[config.mk]
export PLATFORM = sky130hd
export DESIGN_NAME = des_key_schedule_dec_flat
export DESIGN_NICKNAME = d
export VERILOG_FILES = /design/src/rtl/des_pkg.sv /design/src/rtl/des_key_schedule_dec_if.sv /design/src/rtl/des_pc2.sv /design/src/rtl/des_key_schedule_dec.sv /design/src/flat_wrapper.sv
export SDC_FILE = /design/constraint.sdc
export NUM_CORES = 1
export LEC_CHECK = 0
export BUFFER_PORTS_ARGS = -buffer_cell sky130_fd_sc_hd__buf_2
export CORE_ASPECT_RATIO = 1.2
export CORE_UTILIZATION = 45
export DETAILED_ROUTE_END_ITERATION = 16
export PLACE_DENSITY = 0.73
export SLEW_MARGIN = 10
export SYNTH_ARGS = -nofsm -noshare
export SYNTH_HDL_FRONTEND = slang
export SYNTH_SLANG_ARGS = --single-unit
[constraint.sdc]
create_clock -name clk -period 2.58 [get_ports clk]
set_input_delay 0.258 -clock clk [delete_from_list [all_inputs] [get_ports clk]]
set_output_delay 0.258 -clock clk [all_outputs]
set_load 0.01 [all_outputs]
[src/rtl/des_pkg.sv]
// Shared DES key-schedule types and tables. All tables hold 0-based bit indices
// into ascending vectors, where index 0 is DES bit 1.
package des_pkg;

  localparam int KEY_W  = 32'd64;
  localparam int CD_W   = 32'd56;
  localparam int HALF_W = 32'd28;
  localparam int SK_W   = 32'd48;

  typedef logic [0:63] des_key_t;
  typedef logic [0:55] des_cd_t;
  typedef logic [0:47] des_subkey_t;

  typedef enum logic {
    KS_IDLE = 1'b0,
    KS_EMIT = 1'b1
  } ks_state_e;

  localparam logic [5:0] PC1_TABLE [CD_W] = '{
    6'd56, 6'd48, 6'd40, 6'd32, 6'd24, 6'd16, 6'd8,
    6'd0,  6'd57, 6'd49, 6'd41, 6'd33, 6'd25, 6'd17,
    6'd9,  6'd1,  6'd58, 6'd50, 6'd42, 6'd34, 6'd26,
    6'd18, 6'd10, 6'd2,  6'd59, 6'd51, 6'd43, 6'd35,
    6'd62, 6'd54, 6'd46, 6'd38, 6'd30, 6'd22, 6'd14,
    6'd6,  6'd61, 6'd53, 6'd45, 6'd37, 6'd29, 6'd21,
    6'd13, 6'd5,  6'd60, 6'd52, 6'd44, 6'd36, 6'd28,
    6'd20, 6'd12, 6'd4,  6'd27, 6'd19, 6'd11, 6'd3
  };

  localparam logic [5:0] PC2_TABLE [SK_W] = '{
    6'd13, 6'd16, 6'd10, 6'd23, 6'd0,  6'd4,
    6'd2,  6'd27, 6'd14, 6'd5,  6'd20, 6'd9,
    6'd22, 6'd18, 6'd11, 6'd3,  6'd25, 6'd7,
    6'd15, 6'd6,  6'd26, 6'd19, 6'd12, 6'd1,
    6'd40, 6'd51, 6'd30, 6'd36, 6'd46, 6'd54,
    6'd29, 6'd39, 6'd50, 6'd44, 6'd32, 6'd47,
    6'd43, 6'd48, 6'd38, 6'd55, 6'd33, 6'd52,
    6'd45, 6'd41, 6'd49, 6'd35, 6'd28, 6'd31
  };

  // Entry r-1 is the rotation amount of round r.
  localparam logic [1:0] KS_SHIFT [16] = '{
    2'd1, 2'd1, 2'd2, 2'd2, 2'd2, 2'd2, 2'd2, 2'd2,
    2'd1, 2'd2, 2'd2, 2'd2, 2'd2, 2'd2, 2'd2, 2'd1
  };

  // High when any key byte carries even parity (DES expects odd parity per byte).
  function automatic logic key_parity_bad(input des_key_t k);
    return (~^k[0:7])   | (~^k[8:15])  | (~^k[16:23]) | (~^k[24:31]) |
           (~^k[32:39]) | (~^k[40:47]) | (~^k[48:55]) | (~^k[56:63]);
  endfunction

endpackage

[src/rtl/des_key_schedule_dec_if.sv]
// Key-in / subkey-out handshake bundle of the DES decryption key schedule.
// master = key source and subkey consumer, slave = the key schedule block.
interface des_key_schedule_dec_if;

  des_pkg::des_key_t    key_in;
  logic                 key_valid;
  logic                 key_ready;
  des_pkg::des_subkey_t subkey;
  logic [3:0]           subkey_idx;
  logic                 subkey_valid;
  logic                 subkey_ready;
  logic                 key_parity_err;

  modport master (
    output key_in, key_valid, subkey_ready,
    input  key_ready, subkey, subkey_idx, subkey_valid, key_parity_err
  );

  modport slave (
    input  key_in, key_valid, subkey_ready,
    output key_ready, subkey, subkey_idx, subkey_valid, key_parity_err
  );

endinterface

[src/rtl/des_pc2.sv]
// DES permuted choice 2: selects the 48 subkey bits from the 56-bit C/D state.
module des_pc2
  import des_pkg::*;
(
  input  des_cd_t     cd_i,
  output des_subkey_t subkey_o
);

  for (genvar g = 0; g < SK_W; g++) begin : g_pc2
    assign subkey_o[g] = cd_i[PC2_TABLE[g]];
  end

endmodule

[src/rtl/des_key_schedule_dec.sv]
// Iterative DES decryption key schedule: emits K16 down to K1, one per subkey handshake.
// Optional build macro DES_KS_PARITY_CHECK_EN adds the per-byte key parity check.
module des_key_schedule_dec
  import des_pkg::*;
(
  input  logic                   clk,
  input  logic                   rst,
  des_key_schedule_dec_if.slave  ks
);

  ks_state_e  state_q;
  des_cd_t    cd_q;
  logic [3:0] idx_q;

  des_cd_t    pc1_s;
  des_cd_t    cd_rot_s;
  logic       key_hs_s;
  logic       sub_hs_s;

  for (genvar g = 0; g < CD_W; g++) begin : g_pc1
    assign pc1_s[g] = ks.key_in[PC1_TABLE[g]];
  end

  assign key_hs_s = ks.key_valid & ks.key_ready;
  assign sub_hs_s = ks.subkey_valid & ks.subkey_ready;

  // Undo the round's left shift: rotate C and D right by the amount of round idx+1.
  always_comb begin
    case (KS_SHIFT[idx_q])
      2'd1:    cd_rot_s = {cd_q[27],    cd_q[0:26], cd_q[55],    cd_q[28:54]};
      2'd2:    cd_rot_s = {cd_q[26:27], cd_q[0:25], cd_q[54:55], cd_q[28:53]};
      default: cd_rot_s = cd_q;
    endcase
  end

  // Schedule FSM: load PC-1 on key accept, step the C/D state on each subkey taken.
  always_ff @(posedge clk) begin
    if (rst) begin
      state_q <= KS_IDLE;
      cd_q    <= '0;
      idx_q   <= 4'd0;
    end else begin
      case (state_q)
        KS_IDLE: begin
          if (key_hs_s) begin
            state_q <= KS_EMIT;
            cd_q    <= pc1_s;
            idx_q   <= 4'd15;
          end else begin
            state_q <= KS_IDLE;
          end
        end
        KS_EMIT: begin
          if (sub_hs_s) begin
            if (idx_q == 4'd0) begin
              state_q <= KS_IDLE;
            end else begin
              cd_q  <= cd_rot_s;
              idx_q <= idx_q - 4'd1;
            end
          end else begin
            state_q <= KS_EMIT;
          end
        end
        default: begin
          state_q <= KS_IDLE;
        end
      endcase
    end
  end

  // key_ready is masked by rst so a key offered during reset is never taken.
  assign ks.key_ready    = (state_q == KS_IDLE) & ~rst;
  assign ks.subkey_valid = (state_q == KS_EMIT);
  assign ks.subkey_idx   = idx_q;

  des_pc2 u_pc2 (
    .cd_i     (cd_q),
    .subkey_o (ks.subkey)
  );

`ifdef DES_KS_PARITY_CHECK_EN
  logic key_parity_err_q;

  // Capture the parity verdict of the accepted key; it holds until the next key.
  always_ff @(posedge clk) begin
    if (rst) begin
      key_parity_err_q <= 1'b0;
    end else if (key_hs_s) begin
      key_parity_err_q <= key_parity_bad(ks.key_in);
    end else begin
      key_parity_err_q <= key_parity_err_q;
    end
  end

  assign ks.key_parity_err = key_parity_err_q;
`else
  logic unused_parity_bits_s;

  assign ks.key_parity_err   = 1'b0;
  assign unused_parity_bits_s = ^{ks.key_in[7],  ks.key_in[15], ks.key_in[23], ks.key_in[31],
                                  ks.key_in[39], ks.key_in[47], ks.key_in[55], ks.key_in[63]};
`endif

endmodule

[src/flat_wrapper.sv]
// flat-port wrapper written by rule: the top's interface ports become plain ports
module des_key_schedule_dec_flat import des_pkg::*;
  (clk, rst, ks_key_in, ks_key_valid, ks_subkey_ready, ks_key_ready, ks_subkey, ks_subkey_idx, ks_subkey_valid, ks_key_parity_err);
  des_key_schedule_dec_if ks_i ();
  input  logic clk;
  input  logic rst;
  input wire logic [$bits(ks_i.key_in)-1:0] ks_key_in;
  input wire logic [$bits(ks_i.key_valid)-1:0] ks_key_valid;
  input wire logic [$bits(ks_i.subkey_ready)-1:0] ks_subkey_ready;
  output wire logic [$bits(ks_i.key_ready)-1:0] ks_key_ready;
  output wire logic [$bits(ks_i.subkey)-1:0] ks_subkey;
  output wire logic [$bits(ks_i.subkey_idx)-1:0] ks_subkey_idx;
  output wire logic [$bits(ks_i.subkey_valid)-1:0] ks_subkey_valid;
  output wire logic [$bits(ks_i.key_parity_err)-1:0] ks_key_parity_err;
  assign ks_i.key_in = ks_key_in;
  assign ks_i.key_valid = ks_key_valid;
  assign ks_i.subkey_ready = ks_subkey_ready;
  assign ks_key_ready = ks_i.key_ready;
  assign ks_subkey = ks_i.subkey;
  assign ks_subkey_idx = ks_i.subkey_idx;
  assign ks_subkey_valid = ks_i.subkey_valid;
  assign ks_key_parity_err = ks_i.key_parity_err;
  des_key_schedule_dec u_core (.clk(clk), .rst(rst), .ks(ks_i));
endmodule
Word level (Yosys, flattened, before mapping). Memory sizes are Yosys's and may differ from the RTL's. Index checks and enable logic that the tools add are counted.

Register bits: 61. ROM bits: 32. Output and inout port bits: 55. Logic and storage cells: 36. Memories kept: 1.

Memories: (no name shown) (words 16, bits a word 2, read ports 1, clocked after memory_dff 0, wr ports 0, RTL line des_key_schedule_dec.sv:29) `case (KS_SHIFT[idx_q])`.

Add/subtract/negate cells: 1. Magnitude comparators: 1. Eq/ne operators: 6. Mux-type cells: 15. Bitwise logic cells: 6. Reduce and logical (&&, ||, !) cells: 3.

Operators with widths (count): $pmux W56 S2 (2); $mux W56 (3); $mux W4 (3); $pmux W4 S2 (1); $ge A5 B5 Y1 const B (1); $not A4 Y5 (1); $logic_not A4 Y1 (1); $mux W2 (2); $ne A2 B2 Y1 const B (2); $reduce_and A4 Y1 (1); $sub A4 B1 Y4 const B (1); $and A1 B1 Y1 (3); $mux W1 (3); $ne A3 B3 Y1 const B (1); $reduce_and A3 Y1 (1); $eq A2 B1 Y1 const B (1); $eq A2 B2 Y1 const B (1); $ne A2 B1 Y1 const B (1); $not A1 Y1 (2); $pmux W1 S2 (1).

Depth between registers and ports, before layout. Gate-level depths: netlist of the first run.

Depth in word-level cells: 9. Mapped depth: 11. Gate-level depth less buffers: 8.

Modules after synthesis. A second synthesis of the first run with hierarchy kept.

Cell total of the unflattened synthesis: 603. Area total of the unflattened synthesis: 5303.8 sq um.

By module, submodules not included: des_key_schedule_dec (instances 1, cells an instance 555, area an instance 4943.5 sq um, sequential area each 1221.2 sq um); des_pc2 (instances 1, cells an instance 48, area an instance 360.3 sq um, sequential area each 0.0 sq um).

Least setup slack after synthesis of the first run. No wires, ideal clock.

Path kind: reg2reg. Start point: reg u_core.idx_q[0], in the netlist u_core.ks.subkey_idx[0]. End point: reg u_core.cd_q[35]. Library setup time: 0.074 ns. Arrival time: 2.457 ns. Setup slack: 0.048 ns. Stages on the path, launching flop included: 11. Path buffers: 2. Path through: dfxtp_1 inv_1 ha_1 mux2_2 a21oi_1 ha_1 nand3b_2 buf_6 clkbuf_2 or3_1 a31oi_1.

Longest elaborated chain between the ends: 9. Elaborated cells between the ends (all ways): 14. Those cells by class: eq/ne: 4; mux: 6; bitwise: 1; reduce/logical: 2; memory: 1.

Ends and longest elaborated chain: start: declaration (RTL line des_key_schedule_dec.sv:13) `logic [3:0] idx_q;`; start signal: assignment (RTL line des_key_schedule_dec.sv:59) `idx_q <= idx_q - 4'd1;`; $not A4 Y5 (not written as such) (RTL line des_key_schedule_dec.sv:29); $mem_v2 Z16 W2; $mux W2 (not written as such) (2 in series) (RTL line des_key_schedule_dec.sv:29); $eq A2 B2 Y1 or $eq A2 B1 Y1 (tied branches) (RTL line des_key_schedule_dec.sv:29); $pmux W56 S2 (RTL line des_key_schedule_dec.sv:29); $mux W56 (RTL line des_key_schedule_dec.sv:55) `if (idx_q == 4'd0) begin`; $mux W56 (RTL line des_key_schedule_dec.sv:54) `if (sub_hs_s) begin`; $pmux W56 S2 (RTL line des_key_schedule_dec.sv:43) `case (state_q)`; end signal: assignment (RTL line des_key_schedule_dec.sv:47) `cd_q <= pc1_s;`; end signal: assignment (RTL line des_key_schedule_dec.sv:58) `cd_q <= cd_rot_s;`; end: declaration (RTL line des_key_schedule_dec.sv:12) `des_cd_t cd_q;`.

Parallel ways exist; a longest one is shown, timed or not. The select of a mux whose other input is x is not followed. A chain may end at the register's enable or synchronous reset.

Final worst setup path of the first run.
Start point: reg u_core.idx_q[1], in the netlist u_core.ks.subkey_idx[1]. End point: reg u_core.cd_q[24].

Same word-level chain as after synthesis.

==> results of run 1 <==
-- final cells by class --
type,count,area share
repair buffers,129,0.169
flip-flops and latches,61,0.271
clock buffers,14,0.0383
clock inverters,1,0.00111
multi-input cells,312,0.487
well taps,117,0.0325
inverters,2,0.00167
-- through the flow --
stage | power [mW] | setup slack (ns) | hold slack (ns)
2_1_floorplan | 1.73 | 0.0483 | 0.408
5_1_grt | 2.81 | 0.000568 | 0.158
3_5_place_dp | 1.89 | 0.173 | 0.520
3_3_place_gp | 1.88 | 0.216 | 0.515
6_report | 2.67 | 0.127 | 0.159
4_1_cts | 2.69 | 0.136 | 0.147
-- placed cells by master, fill, tap and decap left out --
cell,instances
sky130_fd_sc_hd__nand3b_4,1
sky130_fd_sc_hd__a311oi_1,4
sky130_fd_sc_hd__nand2b_2,1
sky130_fd_sc_hd__or3b_2,1
sky130_fd_sc_hd__o211ai_1,56
sky130_fd_sc_hd__a21oi_2,1
sky130_fd_sc_hd__clkbuf_1,2
sky130_fd_sc_hd__and2_1,1
sky130_fd_sc_hd__mux2i_1,56
sky130_fd_sc_hd__nand3_1,1
sky130_fd_sc_hd__a31oi_1,57
sky130_fd_sc_hd__o41ai_1,1
sky130_fd_sc_hd__nor2_1,3
sky130_fd_sc_hd__ha_1,5
sky130_fd_sc_hd__ha_4,1
sky130_fd_sc_hd__buf_2,113
sky130_fd_sc_hd__or3_1,56
sky130_fd_sc_hd__clkinv_2,1
sky130_fd_sc_hd__dfxtp_1,61
sky130_fd_sc_hd__nor3_1,1
sky130_fd_sc_hd__clkbuf_8,12
sky130_fd_sc_hd__nand2_1,57
sky130_fd_sc_hd__a21oi_1,1
sky130_fd_sc_hd__mux2_2,2
sky130_fd_sc_hd__buf_4,10
sky130_fd_sc_hd__buf_12,6
sky130_fd_sc_hd__inv_1,2
sky130_fd_sc_hd__a211oi_1,3
sky130_fd_sc_hd__nor2b_4,1
sky130_fd_sc_hd__conb_1,1
sky130_fd_sc_hd__nor3b_4,1
-- critical path, delay by kind of cell (launching register included) --
family,cells,cell delay (ns)
AOI/OAI and AO/OA,2,0.40
adders and majority gates,2,0.48
buffers and inverters,2,0.29
DFF,1,0.37
muxes,1,0.26
and+or+nand+nor,2,0.55
-- state kept, by name, summed over array words and instances, names as in the netlist --
register,flops
u_core.ks.subkey_idx,4
u_core.ks.subkey_valid,1
u_core.cd_q,56
-- path summary, 6_finish.rpt --
path	from	end	slack, ns	cells after the start
worst min-delay path	ks_key_in[39]	u_core.cd_q[51]	0.16	3
worst min register to register	u_core.cd_q[18]	u_core.cd_q[18]	0.55	2
worst max register to register	u_core.ks.subkey_idx[1]	u_core.cd_q[24]	0.13	9
worst max-delay path	u_core.ks.subkey_idx[1]	u_core.cd_q[24]	0.13	9
-- cell families after synthesis --
kind of cell    count (synthesis)
other cells                     1
compound gates                123
mux                            58
fa+ha+maj                       6
buf+inv                       104
flops                          61
simple gates                  124
-- layer usage --
layer | vias up | routed length [um] | global-route usage
li1 | 1798 | - | -
met1 | 1730 | 4620 | 0.279
met2 | 86 | 4980 | 0.359
met3 | 7 | 346 | 0.0280
met4 | 0 | 114 | 0.0922
met5 | - | 0 | 0
-- power by group through the flow --
stage | registers [mW] | clock network [mW] | logic, mW
floorplan | 1.09 | 0 | 0.637
global route | 1.10 | 0.857 | 0.859
global placement | 1.10 | 0 | 0.774
finish | 1.09 | 0.794 | 0.790
CTS | 1.09 | 0.814 | 0.791
detailed placement | 1.11 | 0 | 0.787
-- what timing repair did --
| item | in CTS | in global routing |
|---|---|---|
| resized for setup | 0 | 1 |
| setup endpoints to repair | 0 | 7 |
| hold buffers | 0 | 0 |
==> impl_results.html, run 1 <==
<table>
<tr><th>Metric</th><th>Value</th></tr>
<tr><th colspan="2">Timing</th></tr>
<tr><td>Max Transition Viols Final</td><td>0</td></tr>
<tr><td>Total negative setup slack</td><td>0 ns</td></tr>
<tr><td>Measured slew at the worst slew-check pin</td><td>0.697 ns</td></tr>
<tr><td>Max Freq</td><td>408 MHz</td></tr>
<tr><td>Period utilization</td><td>0.951</td></tr>
<tr><td>Minimum clock period after layout</td><td>2.45 ns</td></tr>
<tr><td>Final setup violation count</td><td>0</td></tr>
<tr><td>RSZ-0062 raised after global routing</td><td>no</td></tr>
<tr><td>Worst max-slew margin expressed relative to the limit</td><td>0.534</td></tr>
<tr><td>Final hold violations</td><td>0</td></tr>
<tr><td>Setup clock skew after layout</td><td>0.00761 ns</td></tr>
<tr><th colspan="2">Power</th></tr>
<tr><td>Clock group share of total power</td><td>0.297</td></tr>
<tr><td>Max rail drop VDD</td><td>0.281 mV</td></tr>
<tr><td>Proportion of total power due to net switching</td><td>0.333</td></tr>
<tr><td>Combinational Power Share</td><td>0.296</td></tr>
<tr><td>Internal power</td><td>1.78 mW</td></tr>
<tr><td>Pwr Density</td><td>593 mW/mm^2</td></tr>
<tr><td>Leakage</td><td>1.75 nW</td></tr>
<tr><td>Total net switching power</td><td>0.890 mW</td></tr>
<tr><td>Sequential share of power</td><td>0.407</td></tr>
<tr><th colspan="2">Logic synthesis</th></tr>
<tr><td>Post-synth EDFFs</td><td>0</td></tr>
<tr><td>Synth Cell Area</td><td>0.00405 sq mm</td></tr>
<tr><td>Post-synthesis cell count</td><td>477</td></tr>
<tr><td>Net Count, Synth</td><td>551</td></tr>
<tr><td>Combinational family with the most area after synthesis</td><td>compound AO/OA/AOI/OAI gates</td></tr>
<tr><td>Cell with the most instances after synthesis</td><td>sky130_fd_sc_hd__dfxtp_1</td></tr>
<tr><td>Most area-hungry cell type in the Yosys netlist</td><td>sky130_fd_sc_hd__dfxtp_1</td></tr>
<tr><td>Post-synth cell types</td><td>30</td></tr>
<tr><td>Most instantiated cells after synthesis</td><td>sky130_fd_sc_hd__dfxtp_1, sky130_fd_sc_hd__a31oi_1, sky130_fd_sc_hd__nand2_1</td></tr>
<tr><td>Commonest register cell after synthesis</td><td>sky130_fd_sc_hd__dfxtp_1</td></tr>
<tr><td>Asr flop ratio synth</td><td>0</td></tr>
<tr><td>Post-synthesis compound-gate area fraction</td><td>0.210</td></tr>
<tr><td>Synth Area in Simple Gates</td><td>0.159</td></tr>
<tr><td>Post-synthesis mux area share</td><td>0.144</td></tr>
<tr><td>Parity-gate share of the synthesized area counting xor and xnor cells</td><td>0</td></tr>
<tr><td>Area fraction of the dominant cell type after synthesis</td><td>0.301</td></tr>
<tr><td>Flip-flop and latch count after synthesis</td><td>61</td></tr>
<tr><td>Adder-cell share of the synthesized area</td><td>0.0185</td></tr>
<tr><td>Top cells by area, synth</td><td>sky130_fd_sc_hd__dfxtp_1, sky130_fd_sc_hd__mux2i_1, sky130_fd_sc_hd__buf_4</td></tr>
<tr><td>Mean instance size in the synthesized netlist</td><td>8.50 sq um</td></tr>
<tr><td>Post-synthesis sequential area ratio</td><td>0.301</td></tr>
<tr><td>Syn. warnings</td><td>0</td></tr>
<tr><th colspan="2">Final layout</th></tr>
<tr><td>Design Area, Final</td><td>0.00451 sq mm</td></tr>
<tr><td>Total area of multi-input combinational cells</td><td>0.00219 sq mm</td></tr>
<tr><td>Final nets</td><td>589</td></tr>
<tr><td>Footprint of the flip-flops and latches</td><td>0.00122 sq mm</td></tr>
<tr><td>Layout cell share with drive strength beyond 1</td><td>0.291</td></tr>
<tr><td>Diode count</td><td>0</td></tr>
<tr><td>Cell Count, Final, Fillers Out</td><td>636</td></tr>
<tr><td>Number of filler cells placed in the layout</td><td>876</td></tr>
<tr><td>Syn-to-layout area delta</td><td>11.2%</td></tr>
<tr><td>Post-layout util</td><td>0.521</td></tr>
<tr><th colspan="2">GRT</th></tr>
<tr><td>All-layer global routing usage</td><td>0.217</td></tr>
<tr><td>Global-route wire length before repair</td><td>16000 um</td></tr>
<tr><td>Vias in the first global route</td><td>3349</td></tr>
<tr><td>Remaining global-route overflow</td><td>0</td></tr>
<tr><td>Pin count of the biggest net entering global routing</td><td>63</td></tr>
<tr><td>Antenna violations before repair</td><td>0</td></tr>
<tr><th colspan="2">Worst setup path</th></tr>
<tr><td>CP arrival</td><td>2.71 ns</td></tr>
<tr><td>Critical Path RT</td><td>2.84 ns</td></tr>
<tr><td>Launching element type of the critical path</td><td>register</td></tr>
<tr><td>Slowest CP cell</td><td>sky130_fd_sc_hd__dfxtp_1</td></tr>
<tr><td>Most used cell, CP</td><td>sky130_fd_sc_hd__ha_1</td></tr>
<tr><td>Top fanout value on the critical path</td><td>59</td></tr>
<tr><td>Critical-path cell list</td><td>inv_1, ha_1, mux2_2, a21oi_1, ha_1, nand3b_4, buf_12, or3_1, a31oi_1</td></tr>
<tr><td>Critical path class</td><td>register to register</td></tr>
<tr><td>CP max stage delay</td><td>0.37 ns</td></tr>
<tr><td>Crit. End Element</td><td>register</td></tr>
<tr><th colspan="2">Detailed routing</th></tr>
<tr><td>Number of routed nets with antenna violations</td><td>0</td></tr>
<tr><td>Vias post-DR</td><td>3621</td></tr>
<tr><td>Initial detailed-routing violation count</td><td>193</td></tr>
<tr><td>Via density</td><td>5.69</td></tr>
<tr><td>Total DRC errors in the routed layout</td><td>0</td></tr>
<tr><td>Average detailed-routed wire length per instance</td><td>15.8 um</td></tr>
<tr><td>Total wire length</td><td>10100 um</td></tr>
<tr><td>TritonRoute pass-1 iters</td><td>4</td></tr>
<tr><th colspan="2">Floorplan</th></tr>
<tr><td>I/O pin total</td><td>123</td></tr>
<tr><td>Overall die width</td><td>88.6 um</td></tr>
<tr><td>DIE AREA</td><td>0.00939 sq mm</td></tr>
<tr><td>Core area</td><td>0.00866 sq mm</td></tr>
<tr><td>Effective utilization at floorplan</td><td>0.468</td></tr>
<tr><td>Number of standard-cell rows in the floorplan</td><td>37</td></tr>
<tr><td>Die height</td><td>106 um</td></tr>
<tr><th colspan="2">Clock tree</th></tr>
<tr><td>Clock tree buffer depth</td><td>2</td></tr>
<tr><td>CTS tree</td><td>yes</td></tr>
<tr><td>Clock tree sinks</td><td>61</td></tr>
<tr><td>Num CTS Buffers</td><td>9</td></tr>
<tr><td>Clk pin slew, worst setup/hold paths</td><td>0.07 ns</td></tr>
<tr><td>Number of buffers inserted to repair setup after CTS</td><td>0</td></tr>
<tr><td>Cell chosen for the clock root</td><td>sky130_fd_sc_hd__clkbuf_8</td></tr>
<tr><td>Clock latency on the worst-skew pair</td><td>0.35 ns</td></tr>
<tr><td>Maximum level of the CTS H-tree</td><td>3</td></tr>
<tr><th colspan="2">Placed design</th></tr>
<tr><td>Routability Congestion</td><td>0.757</td></tr>
<tr><td>Placed cell areas</td><td>0.00433 sq mm</td></tr>
<tr><td>Placed Cells incl. Taps</td><td>621</td></tr>
<tr><td>Number of input and output port buffers inserted</td><td>113</td></tr>
<tr><td>DP HPWL</td><td>6500 um</td></tr>
<tr><th colspan="2">Job</th></tr>
<tr><td>Max-cap violation count</td><td>0</td></tr>
<tr><th colspan="2">Outcome</th></tr>
<tr><td>Status</td><td>completed</td></tr>
<tr><th colspan="2">Min path</th></tr>
<tr><td>Hold Path Class</td><td>input pin to register</td></tr>
</table>
Power figures use the tool's default switching activity.
==> inputs of run 2 (changes only) <==
- CORE_ASPECT_RATIO: 1.2 -> 1.1
==> impl_results.html, run 2 (synthesized netlist as in run 1, its figures left out) <==
<table>
<tr><th>Metric</th><th>Value</th></tr>
<tr><th colspan="2">Job</th></tr>
<tr><td>Max-cap violation count</td><td>0</td></tr>
<tr><th colspan="2">Power</th></tr>
<tr><td>Pwr Density</td><td>622 mW/mm^2</td></tr>
<tr><td>Max rail drop VDD</td><td>0.269 mV</td></tr>
<tr><td>Total power</td><td>2.81 mW</td></tr>
<tr><td>Leakage</td><td>1.77 nW</td></tr>
<tr><th colspan="2">Final layout</th></tr>
<tr><td>Highest-count cells in the layout ignoring fill and taps</td><td>sky130_fd_sc_hd__buf_2, sky130_fd_sc_hd__dfxtp_1, sky130_fd_sc_hd__nand2_1, sky130_fd_sc_hd__a31oi_1</td></tr>
<tr><td>Cell Count, Final, Fillers Out</td><td>632</td></tr>
<tr><td>Layout cell share with drive strength beyond 1</td><td>0.300</td></tr>
<tr><td>Commonest non-fill, non-tap cell in the layout</td><td>sky130_fd_sc_hd__buf_2</td></tr>
<tr><td>Number of flip-flops under the largest register name</td><td>56</td></tr>
<tr><td>Final nets</td><td>590</td></tr>
<tr><td>Post-layout util</td><td>0.530</td></tr>
<tr><td>Syn-to-layout area delta</td><td>11.7%</td></tr>
<tr><td>Register with the most flip-flops</td><td>u_core.cd_q</td></tr>
<tr><th colspan="2">Worst setup path</th></tr>
<tr><td>R2R depth</td><td>9</td></tr>
<tr><td>Launching element type of the critical path</td><td>register</td></tr>
<tr><td>Reg2Reg Capture Point</td><td>u_core.cd_q[1]</td></tr>
<tr><td>Capturing instance or port of the critical path</td><td>u_core.cd_q[1]</td></tr>
<tr><td>Worst R2R Start</td><td>u_core.ks.subkey_idx[0]</td></tr>
<tr><td>Crit. End Element</td><td>register</td></tr>
<tr><td>Critical Path RT</td><td>2.84 ns</td></tr>
<tr><td>R2R setup slack</td><td>0.14 ns</td></tr>
<tr><td>CP arrival</td><td>2.70 ns</td></tr>
<tr><td>Critical path class</td><td>register to register</td></tr>
<tr><td>Launch point of the critical path</td><td>u_core.ks.subkey_idx[0]</td></tr>
<tr><td>Top fanout value on the critical path</td><td>54</td></tr>
<tr><th colspan="2">Clock tree</th></tr>
<tr><td>Clock tree sinks</td><td>61</td></tr>
<tr><td>Clock tree buffer depth</td><td>2</td></tr>
<tr><td>Clock latency on the worst-skew pair</td><td>0.34 ns</td></tr>
<tr><td>CTS tree</td><td>yes</td></tr>
<tr><td>Cell chosen for the clock root</td><td>sky130_fd_sc_hd__clkbuf_8</td></tr>
<tr><td>Clk pin slew, worst setup/hold paths</td><td>0.07 ns</td></tr>
<tr><td>Num CTS Buffers</td><td>9</td></tr>
<tr><td>Maximum level of the CTS H-tree</td><td>3</td></tr>
<tr><th colspan="2">Placed design</th></tr>
<tr><td>Placed Cells incl. Taps</td><td>616</td></tr>
<tr><td>Number of input and output port buffers inserted</td><td>113</td></tr>
<tr><td>DP HPWL</td><td>6460 um</td></tr>
<tr><td>Routability Congestion</td><td>0.849</td></tr>
<tr><th colspan="2">GRT</th></tr>
<tr><td>Pin count of the biggest net entering global routing</td><td>84</td></tr>
<tr><td>Antenna violations before repair</td><td>0</td></tr>
<tr><td>Global-route wire length before repair</td><td>16600 um</td></tr>
<tr><td>Vias in the first global route</td><td>3418</td></tr>
<tr><td>Remaining global-route overflow</td><td>0</td></tr>
<tr><td>All-layer global routing usage</td><td>0.219</td></tr>
<tr><th colspan="2">Floorplan</th></tr>
<tr><td>Core area</td><td>0.00854 sq mm</td></tr>
<tr><td>Overall die width</td><td>92.5 um</td></tr>
<tr><td>Die height</td><td>102 um</td></tr>
<tr><td>Number of standard-cell rows in the floorplan</td><td>35</td></tr>
<tr><td>Effective utilization at floorplan</td><td>0.475</td></tr>
<tr><td>DIE AREA</td><td>0.00939 sq mm</td></tr>
<tr><td>I/O pin total</td><td>123</td></tr>
<tr><th colspan="2">Detailed routing</th></tr>
<tr><td>Number of routed nets with antenna violations</td><td>0</td></tr>
<tr><td>Initial detailed-routing violation count</td><td>157</td></tr>
<tr><td>Total wire length</td><td>9950 um</td></tr>
<tr><td>TritonRoute pass-1 iters</td><td>4</td></tr>
<tr><td>Vias post-DR</td><td>3695</td></tr>
<tr><td>Average detailed-routed wire length per instance</td><td>15.7 um</td></tr>
<tr><td>Via density</td><td>5.85</td></tr>
<tr><td>Total DRC errors in the routed layout</td><td>0</td></tr>
<tr><th colspan="2">Timing</th></tr>
<tr><td>Worst max-slew margin expressed relative to the limit</td><td>0.584</td></tr>
<tr><td>Final setup violation count</td><td>0</td></tr>
<tr><td>Measured slew at the worst slew-check pin</td><td>0.624 ns</td></tr>
<tr><td>Max Transition Viols Final</td><td>0</td></tr>
<tr><td>Minimum clock period after layout</td><td>2.44 ns</td></tr>
<tr><td>Total negative setup slack</td><td>0 ns</td></tr>
<tr><td>Period utilization</td><td>0.946</td></tr>
<tr><td>Final hold violations</td><td>0</td></tr>
<tr><td>RSZ-0062 raised after global routing</td><td>no</td></tr>
<tr><td>Max Freq</td><td>410 MHz</td></tr>
<tr><td>Setup clock skew after layout</td><td>0.00642 ns</td></tr>
<tr><th colspan="2">Min path</th></tr>
<tr><td>Hold Path Class</td><td>input pin to register</td></tr>
<tr><th colspan="2">Outcome</th></tr>
<tr><td>Status</td><td>completed</td></tr>
</table>
-- run 2: cell count changes in the layout (fill, tap and decap cells not counted), sizes merged --
cell	delta
diode	+1
buf	+1
clkbuf	-4
bufinv	+2
clkinv	+2
-- run 2: worst min-delay path by stage --
stage,start,cells past startpoint,to
global placement,ks_key_in[54],3,u_core.cd_q[41]
global route,ks_key_in[18],3,u_core.cd_q[17]
CTS,ks_key_in[41],3,u_core.cd_q[22]
floorplan,ks_key_in[60],2,u_core.cd_q[0]
detailed placement,ks_key_in[58],3,u_core.cd_q[12]
finish,ks_key_in[41],3,u_core.cd_q[22]
-- run 2: final cells by class --
type	count	area, sq um
Clock inverter	5	75.1
Multi-Input combinational cell	312	2200
Clock buffer	10	138
Timing Repair Buffer	130	743
Tap cell	111	139
Sequential cell	61	1220
Inverter	2	7.51
Fill cell	809	4010
Antenna cell	1	2.50
-- run 2: worst max-delay path, cell delays in order, from the launching register on --
cell and delay, ns:
sky130_fd_sc_hd__dfxtp_4 0.39, sky130_fd_sc_hd__inv_1 0.07, sky130_fd_sc_hd__ha_1 0.23, sky130_fd_sc_hd__mux2_2 0.29, sky130_fd_sc_hd__a21oi_2 0.17, sky130_fd_sc_hd__ha_1 0.25, sky130_fd_sc_hd__nand3b_4 0.19, sky130_fd_sc_hd__buf_12 0.19
sky130_fd_sc_hd__or3_1 0.37, sky130_fd_sc_hd__a31oi_1 0.18
-- run 2: metal layers --
layer  share of wire  up-vias  GRT usage
met5               0        -          0
met4           0.015        0     0.0829
met3           0.074       14     0.0503
met2            0.47      131      0.341
met1            0.44     1755      0.296
li1                -     1795          -
-- run 2: metrics by stage --
step	hold slack [ns]	setup WS [ns]	cell area [sq um]
3_5_place_dp	0.520	0.00490	4300
3_3_place_gp	0.515	0.0890	4300
4_1_cts	0.153	0.0783	4510
6_report	0.163	0.138	4530
5_1_grt	0.155	0.0263	4520
2_1_floorplan	0.408	0.0483	4050
-- run 2: repair_timing --
| action | CTS | global route |
|---|---|---|
| gates resized for setup | 1 | 3 |
| pin swaps | 0 | 0 |
| endpoints found under the setup margin | 6 | 44 |
| hold buffers | 0 | 0 |
| buffers inserted | 0 | 0 |
-- run 2: power breakdown --
| group | total [mW] | internal (mW) | leakage [nW] | switching (mW) |
|---|---|---|---|---|
| clock network | 0.943 | 0.560 | 0.112 | 0.383 |
| registers | 1.09 | 1.01 | 0.502 | 0.0765 |
| logic | 0.783 | 0.343 | 1.15 | 0.440 |
